<file path="config.mk">
export PLATFORM = sky130hd
export DESIGN_NAME = alarm_bank
export DESIGN_NICKNAME = d
export VERILOG_FILES = /design/src/rtl/alarm_bank.sv
export SDC_FILE = /design/constraint.sdc
export NUM_CORES = 1
export LEC_CHECK = 0
export BUFFER_PORTS_ARGS = -buffer_cell sky130_fd_sc_hd__buf_2
export CORE_MARGIN = 1
export CORE_UTILIZATION = 65
export CTS_BUF_LIST = sky130_fd_sc_hd__clkbuf_2 sky130_fd_sc_hd__clkbuf_4 sky130_fd_sc_hd__clkbuf_8
export CTS_CLUSTER_DIAMETER = 200
export DETAILED_ROUTE_END_ITERATION = 6
export PLACE_DENSITY = 0.95
export SKIP_CTS_REPAIR_TIMING = 1
export SYNTH_ARGS = -nofsm -noshare
export SYNTH_HDL_FRONTEND = slang
export SYNTH_SLANG_ARGS = --single-unit
</file>
<file path="constraint.sdc">
create_clock -name clk -period 4.1 [get_ports clk]
set_input_delay 0.41 -clock clk [delete_from_list [all_inputs] [get_ports clk]]
set_output_delay 0.41 -clock clk [all_outputs]
set_load 0.1 [all_outputs]
</file>
<file path="src/rtl/alarm_bank.sv">
// Multi-slot BCD alarm engine: per-slot first-minute match detection, lowest-index
// priority, ring/snooze/auto-silence FSM, validated writes and missed-alarm reporting.
module alarm_bank #(
    parameter int N_ALARMS       = 4,
    parameter int SLOT_W         = 2,
    parameter int SNOOZE_S       = 300,
    parameter int RING_TIMEOUT_S = 60,
    parameter int MAX_SNOOZE     = 3
) (
    input  logic              clk,
    input  logic              reset_n,
    input  logic              tick_1s,
    input  logic [15:0]       cur_time,
    input  logic              wr_en,
    input  logic [SLOT_W-1:0] wr_slot,
    input  logic [15:0]       wr_time,
    input  logic              wr_enable,
    output logic              wr_err,
    input  logic [SLOT_W-1:0] rd_slot,
    output logic [15:0]       rd_time,
    output logic              rd_enable,
    input  logic              snooze_btn,
    input  logic              stop_btn,
    output logic              alarm_triggered,
    output logic              alarm_active,
    output logic              alarm_snoozed,
    output logic [SLOT_W-1:0] active_slot,
    output logic [3:0]        snooze_count,
    output logic              missed
);

    localparam int unsigned N_SLOTS    = 1 << SLOT_W;
    localparam logic [15:0] RESET_TIME = 16'h0700;

    typedef enum logic [1:0] {
        IDLE    = 2'd0,
        RINGING = 2'd1,
        SNOOZED = 2'd2
    } state_t;

    function automatic logic bcd_time_valid(input logic [15:0] t);
        logic [3:0] ht, ho, mt, mo;
        ht = t[15:12];
        ho = t[11:8];
        mt = t[7:4];
        mo = t[3:0];
        return (ht <= 4'd2) && (ho <= 4'd9) && (mt <= 4'd5) && (mo <= 4'd9) &&
               !((ht == 4'd2) && (ho > 4'd3));
    endfunction

    logic [15:0]        slot_time_r [N_SLOTS];
    logic [N_SLOTS-1:0] slot_en_r;
    logic [N_SLOTS-1:0] match_d_r;
    logic [N_SLOTS-1:0] match_s;
    logic [N_SLOTS-1:0] fire_s;
    logic [SLOT_W-1:0]  win_slot_s;
    logic               any_fire_s;
    logic               multi_fire_s;
    logic               wr_valid_s;
    logic               slot_ok_s;
    logic               disable_active_s;

    state_t             state_r;
    logic [15:0]        timer_r;
    logic [3:0]         snooze_count_r;
    logic [SLOT_W-1:0]  active_slot_r;
    logic               alarm_triggered_r;
    logic               alarm_active_r;
    logic               alarm_snoozed_r;
    logic               missed_r;
    logic               wr_err_r;

    // Write qualification and the "active slot is being disabled" condition.
    always_comb begin
        slot_ok_s        = (32'(wr_slot) < 32'(N_ALARMS));
        wr_valid_s       = wr_en & slot_ok_s & bcd_time_valid(wr_time);
        disable_active_s = wr_valid_s & ~wr_enable & (wr_slot == active_slot_r);
    end

    // Per-slot rising-match detection and lowest-index winner selection.
    always_comb begin
        match_s    = '0;
        fire_s     = '0;
        win_slot_s = '0;
        for (int k = N_SLOTS - 1; k >= 0; k--) begin
            match_s[k] = (cur_time == slot_time_r[k]);
            if (k < N_ALARMS) begin
                fire_s[k] = match_s[k] & ~match_d_r[k] & slot_en_r[k];
            end else begin
                fire_s[k] = 1'b0;
            end
            win_slot_s = fire_s[k] ? SLOT_W'(k) : win_slot_s;
        end
        any_fire_s   = |fire_s;
        multi_fire_s = |(fire_s & (fire_s - N_SLOTS'(1)));
    end

    // Slot storage and match history; writes are seen by match logic next cycle.
    always_ff @(posedge clk or negedge reset_n) begin
        if (!reset_n) begin
            for (int k = 0; k < N_SLOTS; k++) begin
                slot_time_r[k] <= RESET_TIME;
            end
            slot_en_r <= '0;
            match_d_r <= '0;
        end else begin
            match_d_r <= match_s;
            if (wr_valid_s) begin
                slot_time_r[wr_slot] <= wr_time;
                slot_en_r[wr_slot]   <= wr_enable;
            end
        end
    end

    // Alarm event FSM with registered status outputs.
    always_ff @(posedge clk or negedge reset_n) begin
        if (!reset_n) begin
            state_r           <= IDLE;
            timer_r           <= 16'd0;
            snooze_count_r    <= 4'd0;
            active_slot_r     <= '0;
            alarm_triggered_r <= 1'b0;
            alarm_active_r    <= 1'b0;
            alarm_snoozed_r   <= 1'b0;
            missed_r          <= 1'b0;
            wr_err_r          <= 1'b0;
        end else begin
            alarm_triggered_r <= 1'b0;
            missed_r          <= 1'b0;
            wr_err_r          <= wr_en & ~wr_valid_s;
            case (state_r)
                IDLE: begin
                    if (any_fire_s) begin
                        state_r           <= RINGING;
                        alarm_active_r    <= 1'b1;
                        active_slot_r     <= win_slot_s;
                        timer_r           <= 16'd0;
                        snooze_count_r    <= 4'd0;
                        alarm_triggered_r <= 1'b1;
                        missed_r          <= multi_fire_s;
                    end
                end
                RINGING: begin
                    missed_r <= any_fire_s;
                    if (stop_btn || disable_active_s) begin
                        state_r        <= IDLE;
                        alarm_active_r <= 1'b0;
                    end else if (snooze_btn && (snooze_count_r < 4'(MAX_SNOOZE))) begin
                        state_r         <= SNOOZED;
                        alarm_active_r  <= 1'b0;
                        alarm_snoozed_r <= 1'b1;
                        timer_r         <= 16'd0;
                        snooze_count_r  <= snooze_count_r + 4'd1;
                    end else if (tick_1s) begin
                        timer_r <= timer_r + 16'd1;
                        if ((timer_r + 16'd1) == 16'(RING_TIMEOUT_S)) begin
                            state_r        <= IDLE;
                            alarm_active_r <= 1'b0;
                        end
                    end
                end
                SNOOZED: begin
                    missed_r <= any_fire_s;
                    if (stop_btn || disable_active_s) begin
                        state_r         <= IDLE;
                        alarm_snoozed_r <= 1'b0;
                    end else if (tick_1s) begin
                        if ((timer_r + 16'd1) == 16'(SNOOZE_S)) begin
                            state_r           <= RINGING;
                            alarm_snoozed_r   <= 1'b0;
                            alarm_active_r    <= 1'b1;
                            timer_r           <= 16'd0;
                            alarm_triggered_r <= 1'b1;
                        end else begin
                            timer_r <= timer_r + 16'd1;
                        end
                    end
                end
                default: begin
                    state_r         <= IDLE;
                    alarm_active_r  <= 1'b0;
                    alarm_snoozed_r <= 1'b0;
                end
            endcase
        end
    end

    assign rd_time         = slot_time_r[rd_slot];
    assign rd_enable       = slot_en_r[rd_slot];
    assign wr_err          = wr_err_r;
    assign alarm_triggered = alarm_triggered_r;
    assign alarm_active    = alarm_active_r;
    assign alarm_snoozed   = alarm_snoozed_r;
    assign active_slot     = active_slot_r;
    assign snooze_count    = snooze_count_r;
    assign missed          = missed_r;

endmodule

</file>
==> results list <==
- Setup crit start kind: register
- After the first detailed-routing iteration, the DRC count stood at 292.
- Averaged over all synthesized cells, the footprint is 11.5 um2.
- Detailed Place HPWL: 9870 um
* Final hold slack: 107 ps
- The startpoint identified for the worst register-to-register timing path is timer_r[0].
* Level count of the clock H-tree: 3
- Final critical path time including I/O delays and setup: 3390 ps
- First element of the critical path: timer_r[0]
- Leak pwr: 2.78 nW
* Total of max-cap violations: 0
* Primary FF master, synth: sky130_fd_sc_hd__dfrtp_1
- Max VDD drop: 0.000321 V
- Vias in the first global route: 4412
- For this run, the register share of the synthesized area comes to 0.439.
- The flow ran to the end, and the final reports show no timing, DRC or antenna violations.
- Row generation in the floorplan step produced 34 rows.
- For the worst setup path, the data required time is 4350 ps.
* TritonCTS clock tree: built
- Part of the cycle the worst path needs: 0.826
- Among all stages on the critical path, the largest delay is contributed by sky130_fd_sc_hd__o41ai_4.
* Post-route antenna net violation count: 0
* Wire length reported by the detailed router: 13700 um
- Derived from the worst setup path, the maximum achievable clock frequency is 295 MHz.
- Clock network latency to the later pin of the worst-skew pair: 370 ps
- Hold crit path type: input port to asynchronous set/reset pin
* Total Negative Setup Slacks: 0 ps
- Starting utilization of the core area: 0.668
- In this run, synthesis produced a sequential element count of 101.
- In this design, the stage delay of the slowest critical-path cell is 800 ps.
- At the pin with the least slew margin, the transition time is 1010 ps.
- Detailed routing inserted a total of 4307 vias.
- Distinct cell type count of the synthesized netlist: 56
* Clock Path Buffers: 2
- Instance count of the mapped netlist: 504
- Worst Setup Slack post-DPL: 788 ps
- Final worst clock skew: 15.6 ps
- For this run, the total global-route usage over all layers was measured as 0.326.
* Die height: 96.4 um
* Setup crit end kind: register
* Post-detailed-route via-to-cell ratio: 6.44
- Fraction of layout cells with a size suffix above 1: 0.351
- For this design the top-level I/O count stands at 71.
- Number of enable flip-flop cells after synthesis: 0
- Dividing total power by cell area gives a power density of 417 nW/um2.
* Number of clock sinks: 101
* Fill cell count: 579
* Number of detailed-route iterations in the first pass: 4
* Root buffer selected by CTS: sky130_fd_sc_hd__clkbuf_8
* Number of nets in the final layout: 606
- In the synthesized netlist the async set-or-reset flop fraction comes to 1.00.
- At the end of routability-driven placement, the weighted congestion stood at 0.913.
- Setup slack closes at 712 ps.
- Number of cells traversed by the worst register-to-register path: 8
* WL per Instance: 20.5 um
* Final Hold Viols: 0
- Setup repair after global routing missed its margin: false
* Crit path cell chain: ha_1, nand4_1, nor4_1, and4_1, o21ai_0, o41ai_4, or2_4, o31ai_1
* Die boundary width: 96.4 um
- Pin count of the biggest net entering global routing: 66
* Die Footprint: 9300 um2
- In this run the critical register-to-register path is captured at timer_r[6].
* Layout overhead on the synthesized area: 9.29%
- Number of antenna repair diodes: 0
- Data on the critical path arrives at its endpoint at 3640 ps.
* Top fanout value on the critical path: 16
* Count of warnings emitted by yosys: 0
- Number of antenna violations at the first check in global routing: 0
* Slew HR: 0.310
* Multi-input gate area: 3020 um2
* Port buffer count: 70
* Mapped Area: 5790 um2
* Number of buffers inserted during clock tree synthesis: 9
* Congestion Overflow GR: 0
- Critical path start-end classification: register to register
- In this run the register-to-register setup slack is 710 ps.
- The floorplan step defined a core boundary enclosing 8680 um2.
- In this run the worst setup path terminates at timer_r[6].
- DRC: 0
* Number of nets in the synthesized netlist: 554
- Reg clk slew, reported paths: 110 ps
- The first global-routing pass estimated 22200 um of wire.
- Setup violations remaining at the end of the flow were counted as 0.
- Area taken by flip-flops and latches: 2540 um2
- The number of pins exceeding their max-slew limit in the final report is 0.
## metrics by stage
stage | instance area (um2) | utilization | total power [mW] | instances
detailed placement | 6130 | 0.707 | 2.00 | 653
global route | 6330 | 0.730 | 2.76 | 669
CTS | 6330 | 0.730 | 2.64 | 669
finish | 6330 | 0.730 | 2.64 | 669
floorplan | 5790 | - | 1.83 | 504
global placement | 6130 | 0.707 | 1.97 | 653
## per-layer routing
| metal | up-vias | wire, um | global-route usage |
|---|---|---|---|
| li1 | 1910 | - | - |
| met1 | 2157 | 5410 | 0.409 |
| met2 | 202 | 7000 | 0.553 |
| met3 | 38 | 923 | 0.0626 |
| met4 | 0 | 412 | 0.145 |
| met5 | - | 0 | 0 |
## final cells by class
class                   instances  area share
clock buffers                  11      0.0219
repair buffers                 76      0.0628
multi-input cells             358       0.477
clock inverters                 5     0.00948
flip-flops and latches        101       0.402
well taps                     108      0.0213
inverters                      10     0.00593
## worst min path at each step
stage,start,to,cells past startpoint
after detailed placement,alarm_snoozed,alarm_snoozed,1
after global routing,reset_n,snooze_count[3],1
after global placement,alarm_snoozed,alarm_snoozed,1
after CTS,reset_n,snooze_count[3],1
after floorplan,reset_n,active_slot[0],0
final,reset_n,snooze_count[3],1
## Yosys cell counts (2+ instances only)
master,count,area share
sky130_fd_sc_hd__buf_1,3,0.0019
sky130_fd_sc_hd__o21a_1,2,0.0026
sky130_fd_sc_hd__nor2_1,23,0.015
sky130_fd_sc_hd__nand4_1,20,0.022
sky130_fd_sc_hd__nand3b_2,2,0.0039
sky130_fd_sc_hd__nand3_1,13,0.011
sky130_fd_sc_hd__o32a_1,2,0.0035
sky130_fd_sc_hd__nand2_1,24,0.016
sky130_fd_sc_hd__nand2b_1,4,0.0043
sky130_fd_sc_hd__or4_1,2,0.0026
sky130_fd_sc_hd__o31ai_2,3,0.0065
sky130_fd_sc_hd__o21ai_1,10,0.0086
sky130_fd_sc_hd__mux2_2,57,0.11
sky130_fd_sc_hd__xnor2_2,2,0.0056
sky130_fd_sc_hd__dfstp_2,12,0.054
sky130_fd_sc_hd__nor4_2,3,0.0065
sky130_fd_sc_hd__xnor2_1,65,0.098
sky130_fd_sc_hd__ha_1,7,0.015
sky130_fd_sc_hd__dfrtp_1,89,0.38
sky130_fd_sc_hd__buf_2,4,0.0035
sky130_fd_sc_hd__nor4_1,4,0.0043
sky130_fd_sc_hd__nor3b_1,3,0.0039
sky130_fd_sc_hd__nor3_1,5,0.0043
sky130_fd_sc_hd__xor2_1,3,0.0045
sky130_fd_sc_hd__a211oi_1,2,0.0026
sky130_fd_sc_hd__buf_6,8,0.016
sky130_fd_sc_hd__o31ai_1,9,0.012
sky130_fd_sc_hd__and3_1,2,0.0022
sky130_fd_sc_hd__o41ai_1,2,0.0030
sky130_fd_sc_hd__and2_1,6,0.0065
sky130_fd_sc_hd__clkbuf_1,18,0.012
sky130_fd_sc_hd__inv_1,10,0.0065
sky130_fd_sc_hd__mux4_2,17,0.066
sky130_fd_sc_hd__nor2b_1,16,0.017
sky130_fd_sc_hd__a21oi_1,13,0.011
sky130_fd_sc_hd__o21ai_0,17,0.015
sky130_fd_sc_hd__buf_4,2,0.0026
sky130_fd_sc_hd__and4_1,2,0.0030
## cell families after synthesis
family                   after synthesis  share of synthesized area
AND/OR/NAND/NOR                      139                      0.140
AO/OA/AOI/OAI                         67                     0.0775
buffers and inverters                 45                     0.0417
multiplexers                          74                      0.177
XOR/XNOR                              70                      0.108
adder cells (fa/ha/maj)                8                     0.0168
flip-flops                           101                      0.439
## worst max-delay path, delay by kind of cell, from the launching register on
family | cells | cell delay [ps]
AO/OA/AOI/OAI | 3 | 1040
AND/OR/NAND/NOR | 4 | 1530
adder cells (fa/ha/maj) | 1 | 270
flip-flops | 1 | 420
## state kept, by name, summed over array words and instances, names as in the netlist
signal and flops:
slot_en_r 4, snooze_count 4, wr_err 1, alarm_snoozed 1
timer_r 16, alarm_active 1, slot_time_r 64, active_slot 2
alarm_triggered 1, match_d_r 4, missed 1, state_r 2
## power by group
part	internal [mW]	total, mW	switching (mW)
Combinational	0.267	0.845	0.578
Clock	0.300	0.651	0.351
Sequential	1.07	1.15	0.0704
## placed cells by master, fill, tap and decap left out, types with 10 or more instances in the layout
cell type / count
sky130_fd_sc_hd__buf_2: 69
sky130_fd_sc_hd__nor2_1: 23
sky130_fd_sc_hd__mux2_2: 57
sky130_fd_sc_hd__dfstp_2: 12
sky130_fd_sc_hd__o21ai_0: 17
sky130_fd_sc_hd__nand2_1: 24
sky130_fd_sc_hd__nor2b_1: 16
sky130_fd_sc_hd__nand4_1: 20
sky130_fd_sc_hd__xnor2_1: 65
sky130_fd_sc_hd__mux4_2: 17
sky130_fd_sc_hd__o21ai_1: 10
sky130_fd_sc_hd__inv_1: 10
sky130_fd_sc_hd__dfrtp_1: 89
sky130_fd_sc_hd__nand3_1: 13
sky130_fd_sc_hd__a21oi_1: 13
Power figures use the tool's default switching activity.
